$ cat src/rtl/htu_pkg.sv
`timescale 1ns/1ps
`default_nettype none
// ============================================================================
//  Module   : htu_pkg
//  Purpose  : Shared types and constants for the htu_down BCD countdown timer.
//  Contents : bcd_t digit type, htu_state_e FSM states, BCD_MAX, clamp_bcd().
//  Revision : 1.0  initial release
// ============================================================================
package htu_pkg;

  typedef logic [3:0] bcd_t;

  typedef enum logic [1:0] {
    IDLE = 2'd0,
    RUN  = 2'd1,
    HOLD = 2'd2,
    DONE = 2'd3
  } htu_state_e;

  localparam bcd_t BCD_MAX = 4'd9;

  // Saturate a preset digit at the configured maximum digit value.
  function automatic bcd_t clamp_bcd(input bcd_t val, input bcd_t lim);
    return (val > lim) ? lim : val;
  endfunction

endpackage
`default_nettype wire

$ cat src/rtl/htu_if.sv
`timescale 1ns/1ps
`default_nettype none
// ============================================================================
//  Module   : htu_if
//  Purpose  : Control and digit bus of the htu_down countdown timer.
//  Ports    : none (signal bundle only)
//    master : drives load/load_hun/load_ten/load_uni/start/hold/abort,
//             observes hun/ten/uni/busy/done/zero
//    slave  : the timer side, opposite directions
//  Revision : 1.0  initial release
// ============================================================================
interface htu_if;
  import htu_pkg::*;

  logic load;
  bcd_t load_hun;
  bcd_t load_ten;
  bcd_t load_uni;
  logic start;
  logic hold;
  logic abort;
  bcd_t hun;
  bcd_t ten;
  bcd_t uni;
  logic busy;
  logic done;
  logic zero;

  modport master (
    output load, load_hun, load_ten, load_uni, start, hold, abort,
    input  hun, ten, uni, busy, done, zero
  );

  modport slave (
    input  load, load_hun, load_ten, load_uni, start, hold, abort,
    output hun, ten, uni, busy, done, zero
  );

endinterface
`default_nettype wire

$ cat src/rtl/htu_down_digit.sv
`timescale 1ns/1ps
`default_nettype none
// ============================================================================
//  Module   : bcd_digit_down
//  Purpose  : One down-counting BCD digit with clamped parallel load.
//  Ports    : clk, rst (async, active-low)
//             i_dec_en     decrement this digit
//             i_load       capture i_load_val (wins over i_dec_en)
//             i_load_val   preset value, saturated at i_clamp
//             i_clamp      maximum digit value, also the borrow wrap value
//             o_digit      current digit
//             o_borrow_out decrement requested while digit is 0
//  Revision : 1.0  initial release
// ============================================================================
module bcd_digit_down
  import htu_pkg::*;
(
  input  wire  clk,
  input  wire  rst,
  input  wire  i_dec_en,
  input  wire  i_load,
  input  bcd_t i_load_val,
  input  bcd_t i_clamp,
  output bcd_t o_digit,
  output logic o_borrow_out
);

  bcd_t r_digit;

  always_ff @(posedge clk or negedge rst) begin
    if (!rst) begin
      r_digit <= '0;
    end else if (i_load) begin
      r_digit <= clamp_bcd(i_load_val, i_clamp);
    end else if (i_dec_en) begin
      r_digit <= (r_digit == 4'd0) ? i_clamp : (r_digit - 4'd1);
    end
  end

  assign o_digit      = r_digit;
  assign o_borrow_out = i_dec_en && (r_digit == 4'd0);

endmodule
`default_nettype wire

$ cat src/rtl/htu_down.sv
`timescale 1ns/1ps
`default_nettype none
// ============================================================================
//  Module   : htu_down
//  Purpose  : Three-digit BCD countdown timer. Loaded with a BCD preset, it
//             counts to 000 at a prescaled rate and then pulses done.
//  Params   : UL  maximum digit value (load clamp and borrow wrap)
//             DIV clock cycles per decrement (>= 1)
//  Ports    : clk  rising-edge clock
//             rst  asynchronous, active-low reset
//             bus  htu_if.slave: load/presets/start/hold/abort in,
//                  hun/ten/uni/busy/done/zero out
//  Revision : 1.0  initial release
// ============================================================================
module htu_down
  import htu_pkg::*;
#(
  parameter int UL  = int'(BCD_MAX),
  parameter int DIV = 1
) (
  input  wire   clk,
  input  wire   rst,
  htu_if.slave  bus
);

  localparam int   c_PW     = (DIV > 1) ? $clog2(DIV) : 1;
  localparam bcd_t c_UL     = bcd_t'(UL);
  localparam logic [c_PW-1:0] c_DIV_M1 = c_PW'(DIV - 1);

  htu_state_e      r_state, w_state_nxt;
  logic [c_PW-1:0] r_presc, w_presc_nxt;

  bcd_t w_hun, w_ten, w_uni;
  logic w_uni_borrow, w_ten_borrow, w_hun_borrow;
  logic w_load_ok, w_load_zero, w_zero, w_zero_after_load;
  logic w_tick, w_dec, w_last;

  // abort outranks load; load is only accepted while idle or held.
  assign w_load_ok = bus.load && !bus.abort && (r_state == IDLE || r_state == HOLD);

  // Clamping never turns a nonzero digit into zero, so the raw zero test holds.
  assign w_load_zero = (bus.load_hun == 4'd0) && (bus.load_ten == 4'd0) &&
                       (bus.load_uni == 4'd0);
  assign w_zero            = (w_hun == 4'd0) && (w_ten == 4'd0) && (w_uni == 4'd0);
  assign w_zero_after_load = w_load_ok ? w_load_zero : w_zero;

  assign w_tick = (r_state == RUN) && !bus.hold && !bus.abort && (r_presc == c_DIV_M1);
  assign w_dec  = w_tick && !w_zero;

  // The tick that leaves 000 behind is the one applied to 001. A hundreds
  // borrow cannot occur while decrement is gated at 000; it is still treated
  // as terminal so a corrupted count can never keep running.
  assign w_last = (w_dec && (w_hun == 4'd0) && (w_ten == 4'd0) && (w_uni == 4'd1)) ||
                  w_hun_borrow;

  bcd_digit_down u_uni (
    .clk          (clk),
    .rst          (rst),
    .i_dec_en     (w_dec),
    .i_load       (w_load_ok),
    .i_load_val   (bus.load_uni),
    .i_clamp      (c_UL),
    .o_digit      (w_uni),
    .o_borrow_out (w_uni_borrow)
  );

  bcd_digit_down u_ten (
    .clk          (clk),
    .rst          (rst),
    .i_dec_en     (w_uni_borrow),
    .i_load       (w_load_ok),
    .i_load_val   (bus.load_ten),
    .i_clamp      (c_UL),
    .o_digit      (w_ten),
    .o_borrow_out (w_ten_borrow)
  );

  bcd_digit_down u_hun (
    .clk          (clk),
    .rst          (rst),
    .i_dec_en     (w_ten_borrow),
    .i_load       (w_load_ok),
    .i_load_val   (bus.load_hun),
    .i_clamp      (c_UL),
    .o_digit      (w_hun),
    .o_borrow_out (w_hun_borrow)
  );

  always_ff @(posedge clk or negedge rst) begin
    if (!rst) begin
      r_state <= IDLE;
      r_presc <= '0;
    end else begin
      r_state <= w_state_nxt;
      r_presc <= w_presc_nxt;
    end
  end

  always_comb begin
    w_state_nxt = r_state;
    w_presc_nxt = r_presc;
    if (bus.abort) begin
      w_state_nxt = IDLE;
      w_presc_nxt = '0;
    end else begin
      case (r_state)
        IDLE: begin
          w_presc_nxt = '0;
          if (bus.start) w_state_nxt = w_zero_after_load ? DONE : RUN;
        end
        RUN: begin
          if (bus.hold) begin
            w_state_nxt = HOLD;
          end else begin
            w_presc_nxt = w_tick ? '0 : (r_presc + 1'b1);
            if (w_last) w_state_nxt = DONE;
          end
        end
        HOLD: begin
          // Prescaler is left untouched so the period resumes where it paused.
          if (!bus.hold) w_state_nxt = w_zero_after_load ? DONE : RUN;
        end
        DONE: begin
          w_presc_nxt = '0;
          w_state_nxt = IDLE;
        end
        default: begin
          w_presc_nxt = '0;
          w_state_nxt = IDLE;
        end
      endcase
    end
  end

  assign bus.hun  = w_hun;
  assign bus.ten  = w_ten;
  assign bus.uni  = w_uni;
  assign bus.zero = w_zero;
  assign bus.busy = (r_state == RUN) || (r_state == HOLD);
  assign bus.done = (r_state == DONE);

endmodule
`default_nettype wire

$ cat src/flat_wrapper.sv
// flat-port wrapper written by rule: the top's interface ports become plain ports
module htu_down_flat import htu_pkg::*;
#(
  parameter int UL  = int'(BCD_MAX),
  parameter int DIV = 1
)
  (clk, rst, bus_load, bus_load_hun, bus_load_ten, bus_load_uni, bus_start, bus_hold, bus_abort, bus_hun, bus_ten, bus_uni, bus_busy, bus_done, bus_zero);
  htu_if bus_i ();
  input  wire clk;
  input  wire rst;
  input wire logic [$bits(bus_i.load)-1:0] bus_load;
  input wire logic [$bits(bus_i.load_hun)-1:0] bus_load_hun;
  input wire logic [$bits(bus_i.load_ten)-1:0] bus_load_ten;
  input wire logic [$bits(bus_i.load_uni)-1:0] bus_load_uni;
  input wire logic [$bits(bus_i.start)-1:0] bus_start;
  input wire logic [$bits(bus_i.hold)-1:0] bus_hold;
  input wire logic [$bits(bus_i.abort)-1:0] bus_abort;
  output wire logic [$bits(bus_i.hun)-1:0] bus_hun;
  output wire logic [$bits(bus_i.ten)-1:0] bus_ten;
  output wire logic [$bits(bus_i.uni)-1:0] bus_uni;
  output wire logic [$bits(bus_i.busy)-1:0] bus_busy;
  output wire logic [$bits(bus_i.done)-1:0] bus_done;
  output wire logic [$bits(bus_i.zero)-1:0] bus_zero;
  assign bus_i.load = bus_load;
  assign bus_i.load_hun = bus_load_hun;
  assign bus_i.load_ten = bus_load_ten;
  assign bus_i.load_uni = bus_load_uni;
  assign bus_i.start = bus_start;
  assign bus_i.hold = bus_hold;
  assign bus_i.abort = bus_abort;
  assign bus_hun = bus_i.hun;
  assign bus_ten = bus_i.ten;
  assign bus_uni = bus_i.uni;
  assign bus_busy = bus_i.busy;
  assign bus_done = bus_i.done;
  assign bus_zero = bus_i.zero;
  htu_down #(.UL(UL), .DIV(DIV)) u_core (.clk(clk), .rst(rst), .bus(bus_i));
endmodule
$ cat config.mk
export PLATFORM = sky130hd
export DESIGN_NAME = htu_down_flat
export DESIGN_NICKNAME = d
export VERILOG_FILES = /design/src/rtl/htu_pkg.sv /design/src/rtl/htu_if.sv /design/src/rtl/htu_down_digit.sv /design/src/rtl/htu_down.sv /design/src/flat_wrapper.sv
export SDC_FILE = /design/constraint.sdc
export NUM_CORES = 1
export LEC_CHECK = 0
export ABC_AREA = 1
export BUFFER_PORTS_ARGS = -buffer_cell sky130_fd_sc_hd__buf_4
export CORE_MARGIN = 3
export CORE_UTILIZATION = 50
export DETAILED_ROUTE_END_ITERATION = 7
export GPL_ROUTABILITY_DRIVEN = 0
export GPL_TIMING_DRIVEN = 0
export PLACE_DENSITY = 0.73
export SYNTH_ARGS = -nofsm -noshare
export SYNTH_HDL_FRONTEND = slang
export SYNTH_HIERARCHICAL = 1
export SYNTH_SLANG_ARGS = --single-unit
export TNS_END_PERCENT = 100
$ cat constraint.sdc
create_clock -name clk -period 3.95 [get_ports clk]
set_input_delay 0.395 -clock clk [delete_from_list [all_inputs] [get_ports clk]]
set_output_delay 0.395 -clock clk [all_outputs]
set_load 0.02 [all_outputs]
==> results of run 1 <==
power by group through the flow:
stage / Combinational [uW] / Clock [uW] / Sequential, uW
detailed placement: 753 / 0 / 346
floorplan: 471 / 0 / 397
global placement: 744 / 0 / 347
CTS: 756 / 123 / 344
global route: 847 / 133 / 358
finish: 750 / 120 / 345
layout make-up:
type	count	area, um^2
inverter	65	244.0
clock buffer	4	45.04
multi-input combinational	242	1316
fill	347	1165
tap	46	57.56
timing repair buffer	33	250.2
sequential	15	375.4
buffer	3	15.01
final timing paths:
path / slack [ps] / depth (start not counted) / endpoint
worst min register to register: 540 / 2 / u_core/r_presc
worst min-delay path: 350 / 2 / u_core/r_presc
max in group asynchronous: 3230 / 2 / u_core/u_ten/o_digit[0]
worst max-delay path: 1370 / 17 / u_core/r_state[0]
min in group asynchronous: 540 / 2 / u_core/r_state[0]
worst max register to register: 1370 / 17 / u_core/r_state[0]
synthesized netlist by cell type (2+ instances only):
cell type	instances
o21ai_2	3
conb_1	2
a21oi_2	6
buf_2	3
o21ai_0	3
nand3_2	4
nand3_1	27
nand2_2	11
a31o_1	3
nor2_4	3
a21oi_1	17
nor2_1	40
ha_1	19
inv_1	54
nand2_1	63
o21ai_1	12
inv_2	11
dfrtp_1	15
nor2_2	3
critical path, stage by stage (launching register included):
cell     delay [ps]
dfrtp_1         430
inv_1           100
ha_1            200
nand2_1         100
inv_1            70
nand3_1          60
nor2_1          180
inv_1           110
nor2_1          200
inv_1           120
nor2_1          240
inv_1           120
nor2_1          180
nor3_2           70
nand2_2          80
o21ai_1          80
nand2_1          70
o21ai_1          60
per-layer routing:
metal	routed length (um)	global-route usage (%)	vias up
met3	130	4.047	0
met4	0	2.025	0
li1	-	-	1044
met5	0	0	-
met1	1906	24.11	782
met2	1783	30.92	23
timing repair:
action                                 4_1_cts  5_1_grt
endpoints found under the hold margin        8        0
setup buffers                                0        0
hold buffers                                 1        0
metrics by stage:
| step | cells | hold WS (ps) | cell area (um^2) |
|---|---|---|---|
| floorplan | 325 | 99.41 | 1951 |
| global placement | 403 | 258.2 | 2248 |
| detailed placement | 403 | 258.4 | 2248 |
| CTS | 408 | 346.1 | 2303 |
| global route | 408 | 359.7 | 2303 |
| finish | 408 | 347.7 | 2303 |
registers in the layout, indices dropped and copies added (netlist names):
register,flops
u_core/u_hun/o_digit,4
u_core/u_ten/o_digit,4
u_core/u_uni/o_digit,4
u_core/r_state,2
u_core/r_presc,1
cells by family (layout without fill, tap and decap cells):
family,Yosys count,in the layout,share of synthesized area (%)
compound gates,44,44,14.20
fa+ha+maj,19,19,12.73
buf+inv,68,105,13.86
flops,15,15,20.09
mux,1,1,0.6028
other cells,2,24,0.4020
simple gates,154,154,38.11
cell usage in the layout (no fill, tap or decap), drive strengths merged:
master | netlist | routed
nor2 | 46 | 46
nor3 | 1 | 1
ha | 19 | 19
conb | 2 | 24
o21ai | 18 | 18
a21oi | 23 | 23
inv | 65 | 65
buf | 3 | 35
dlygate4sd3 | 0 | 1
nand2 | 74 | 74
nand3 | 31 | 31
dfrtp | 15 | 15
clkbuf | 0 | 4
mux2 | 1 | 1
a31o | 3 | 3
nor4 | 2 | 2
==> metrics.md, run 1 <==
| Metric | Value |
|---|---|
| Status | completed |
| Count of input and output buffers | 32 |
| Layout cells sized above 1 | between 20 and 25% |
| DR DRC count | 0 |
| Max-cap violation count | 0 |
| DR pass1 iterations | 4 |
| Top_reg_cell synth | dfrtp_1 |
| Post-synth top area share | between 20% and 30% |
| Ant diodes | 0 |
| Worst-Skew Late Latency | 240 ps |
| CP Data Arrival Time | around 2700 ps |
| Clock Tree Root | clkbuf_8 |
| Final wirelength | 3819 um |
| Post-synth top area cell | dfrtp_1 |
| Die Span Y | 67.13 um |
| Net Sw Frac | about half |
| Worst setup SP type | register |
| Total gr overflow | 0 |
| First-pass GRT wire length | ~6500 um |
| Layout Utilization | 66.41% |
| Synthesized area per cell | about 6.2 um^2 |
| Number of flops mapped to enable cells by yosys | 0 |
| Psw | between 600 and 700 uW |
| Tcrit/Tclk final | 65.38% |
| Initial Utilization | a little over half |
| Detailed Route Iter0 Violations | 75 |
| Vias/cell | between 4 and 5 |
| Synthesis-to-layout area growth | 23.31% |
| Worst Path Max Fanout | 5 |
| Total GRT Usage | between 10% and 20% |
| CTS tree | yes |
| Nets@finish | 400 |
| Hold Startpoint | bus_abort |
| Clock-pin slew on the worst setup and hold paths | roughly 60 ps |
| FF+latch count, synth | 15 |
| Clock share of power | approximately 9.9% |
| Antenna viol nets, final | 0 |
| Combinational share of power | between 60% and 70% |
| Worst setup EP type | register |
| P_leak | approximately 0.0013 uW |
| Die Wd | 67.13 um |
| # IOs | 33 |
| Required @ worst endpoint | 4080 ps |
| Synth unique cells | 23 |
| Longest Clk Path Bufs | 2 |
| Final Setup Violations | 0 |
| Pwr/cell area | 527.3 mW/mm^2 |
| Die area | 0.004506 mm^2 |
| CTS Sinks | 15 |
| Final worst slack | around 1400 ps |
| R2R Path Start | u_core/r_state[1] |
| Final hold vios | 0 |
| Setup TNS Final | 0 ps |
| CTS H-tree depth | 1 |
| Max VDD drop | about 0.36 mV |
| TritonCTS Buffers | 3 |
| Floorplan row count | 21 |
| PostCTS Resize Cnt | 0 |
| Maximum number of pins on one net before global-route repair | 16 |
| Antenna violations before repair | 0 |
| Yosys warning count | 6 |
| Worst min path class | input port to register |
| Worst setup path start | u_core/r_state[1] |
| CORE AREA | between 0.003 and 0.004 mm^2 |
| Share of power burned in registers | between 20 and 30% |
| Clk_skew | ~4.8 ps |
| Final Power | roughly 1200 uW |
| Fmax | between 0.3 and 0.4 GHz |
| Post-Syn Area | between 0.0015 and 0.002 mm^2 |
| WS Path Type | register to register |
| WL/cell | 9.360 um |
| Minimum clock period after layout | 2582 ps |
| Internal | about 600 uW |
| Pre-CTS WS | ~1400 ps |
| Unrepaired setup endpoints after global routing | no |
| DPL Wire Length | about 3300 um |
| Largest cells by area after synthesis | dfrtp_1 20%, ha_1 13%, nand2_1 13% |
| Async set-reset flop share out of synthesis | 100.0% |
| Vias in the first global route | roughly 1.6k |
| Register area share after synthesis | between 20% and 30% |
| Post-Syn Instances | ~300 |
| Final slew viol count | 0 |
| Via count | between 1.5k and 2k |
(Power assumes the default switching activity.)
==> run 2, diff against run 1 <==
Settings changed: PLACE_DENSITY 0.73 to 0.75.
Clock period 3.95 ns to 2.3 ns, I/O delays scaled along.
==> metrics.md, run 2 (synthesized netlist as in run 1, its figures left out) <==
| Metric | Value |
|---|---|
| Worst setup path start | u_core/u_hun/o_digit[3] |
| CORE AREA | roughly 0.0035 mm^2 |
| Cell area after layout | roughly 0.0024 mm^2 |
| Via count | between 1.5k and 2k |
| Status | completed |
| CP Buf/Inv Count | 3 |
| Die Wd | 67.13 um |
| Met2 Track Usage GR | between 30% and 40% |
| DPL Wire Length | approximately 3200 um |
| DR pass1 iterations | 4 |
| DR DRC count | 0 |
| Clock-pin slew on the worst setup and hold paths | roughly 60 ps |
| Final wirelength | a little over 4000 um |
| Max VDD drop | around 0.81 mV |
| Hold Startpoint | bus_abort |
| Max incr delay on CP | between 400 and 500 ps |
| Maximum number of pins on one net before global-route repair | 16 |
| Tcrit/Tclk final | ~93% |
| Delay-heaviest family, CP | simple AND/OR/NAND/NOR gates |
| Minimum clock period after layout | ~2100 ps |
| Initial Utilization | 53.86% |
| Final Setup Violations | 0 |
| CTS H-tree depth | 1 |
| Worst Path Max Fanout | 6 |
| WL/cell | approximately 9.8 um |
| Antenna viol nets, final | 0 |
| Pwr/cell area | 905.2 mW/mm^2 |
| WS Path Type | register to register |
| Final worst slack | between 150 and 200 ps |
| Placed cell areas | ~0.0023 mm^2 |
| Worst setup SP type | register |
| Ant diodes | 0 |
| Met1 Use GR | between 20% and 30% |
| Total GRT Usage | between 10% and 20% |
| Clk_skew | around 2.8 ps |
| Commonest cells after routing, fill and taps aside | 62 x nand2_1, 51 x inv_1, 36 x buf_4, 36 x nor2_1, 27 x nand3_1 |
| # IOs | 33 |
| First-pass GRT wire length | ~6700 um |
| Worst setup EP type | register |
| Final slew viol count | 0 |
| Vias/cell | 4.544 |
| P_leak | 0.001304 uW |
| Floorplan row count | 21 |
| TritonCTS Buffers | 3 |
| Most common cell after layout, fill and taps aside | nand2_1 |
| Die area | roughly 0.0045 mm^2 |
| Worst min path class | input port to register |
| GRT met3 Usage | about 4.2% |
| Inst Count DP | approximately 400 |
| Detailed Route Iter0 Violations | 59 |
| CP cell instances | nor2_1 -> nand2_2 -> nor4_4 -> nor2_2 -> inv_2 -> nor2_4 -> inv_2 -> nor2_4 -> inv_2 -> nor2_4 -> nor3_2 -> nand2_2 -> o21ai_1 -> nand2_1 -> o21ai_1 |
| CP Data Arrival Time | 2310 ps |
| Crit path max-delay cell type | dfrtp_2 |
| CTS tree | yes |
| Synthesis-to-layout area growth | 27.19% |
| Final hold vios | 0 |
| Die Span Y | 67.13 um |
| Layout cells sized above 1 | 26.78% |
| Clock Tree Root | clkbuf_8 |
| Non-filler cells in the finished layout | slightly above 400 |
| Max-cap violation count | 0 |
| Fmax | around 0.47 GHz |
| Antenna violations before repair | 0 |
| Worst-Skew Late Latency | roughly 240 ps |
| CTS Sinks | 15 |
| Vias in the first global route | 1628 |
| Pre-CTS WS | -298.4 ps |
| Longest Clk Path Bufs | 2 |
| Nets@finish | 404 |
| Min Hold Slack | roughly 190 ps |
| Required @ worst endpoint | about 2500 ps |
| R2R Path Start | u_core/u_hun/o_digit[3] |
| Gr busiest metal | met2 |
| Total gr overflow | 0 |
| Layout Utilization | roughly two thirds |
| Count of input and output buffers | 32 |
[run 2: cell types whose count changed in the layout (fill, tap and decap cells not counted), moves of 3 or more]
| cell | previous run | this run |
|---|---|---|
| buf_4 | 32 | 36 |
| nor2_1 | 40 | 36 |
| dfrtp_1 | 15 | 12 |
| dfrtp_2 | 0 | 3 |
| inv_1 | 54 | 51 |
| inv_2 | 11 | 14 |
| nor2_4 | 3 | 6 |
[run 2: worst reg2reg max path: cells and delay by family, from the launching register on]
family | cells | cell delay, ps
AND/OR/NAND/NOR | 10 | 1140
flip-flops | 1 | 440
buffers and inverters | 3 | 280
AO/OA/AOI/OAI | 2 | 210
[run 2: power breakdown]
part           leakage [uW]  internal [uW]  switching [uW]
sequential         0.000175            392             206
clock             0.0000228            122            81.6
combinational       0.00111            536             813
total               0.00130           1050            1100
[run 2: what timing repair did]
item,4_1_cts,5_1_grt
cloned,0,0
hold endpoints to repair,15,0
buffers inserted,2,2
endpoints found under the setup margin,4,6
pin swaps,2,3
hold buffers,1,0
gates resized for setup,4,11
[run 2: final timing paths]
kind                            slack (ps)                       to  cells after the start
worst min-delay path                   190           u_core/r_presc                      2
max in group asynchronous             1750  u_core/u_hun/o_digit[2]                      2
worst max-delay path                   150        u_core/r_state[0]                     15
min in group asynchronous              370        u_core/r_state[1]                      2
worst max register to register         150        u_core/r_state[0]                     15
worst min register to register         540           u_core/r_presc                      2
[run 2: per-stage QoR]
stage,TNS [ps],power [uW]
after floorplan,0,1499
after global placement,-789.7,1886
after detailed placement,-834.5,1893
after CTS,0,2117
after global routing,-44.56,2359
final,0,2151
[run 2: layer usage]
metal	share of wire [%]	routed length (um)
met3	4.1	166
met2	46	1840
met1	50	2017
met5	0	0
met4	0.22	9
[run 2: final cells by class]
class	instances	area, um^2
repair buffers	37	280.3
fillers	334	1092
well taps	46	57.56
multi-input cells	242	1355
plain buffers	3	15.01
inverters	65	244.0
clock buffers	4	45.04
flip-flops and latches	15	379.1
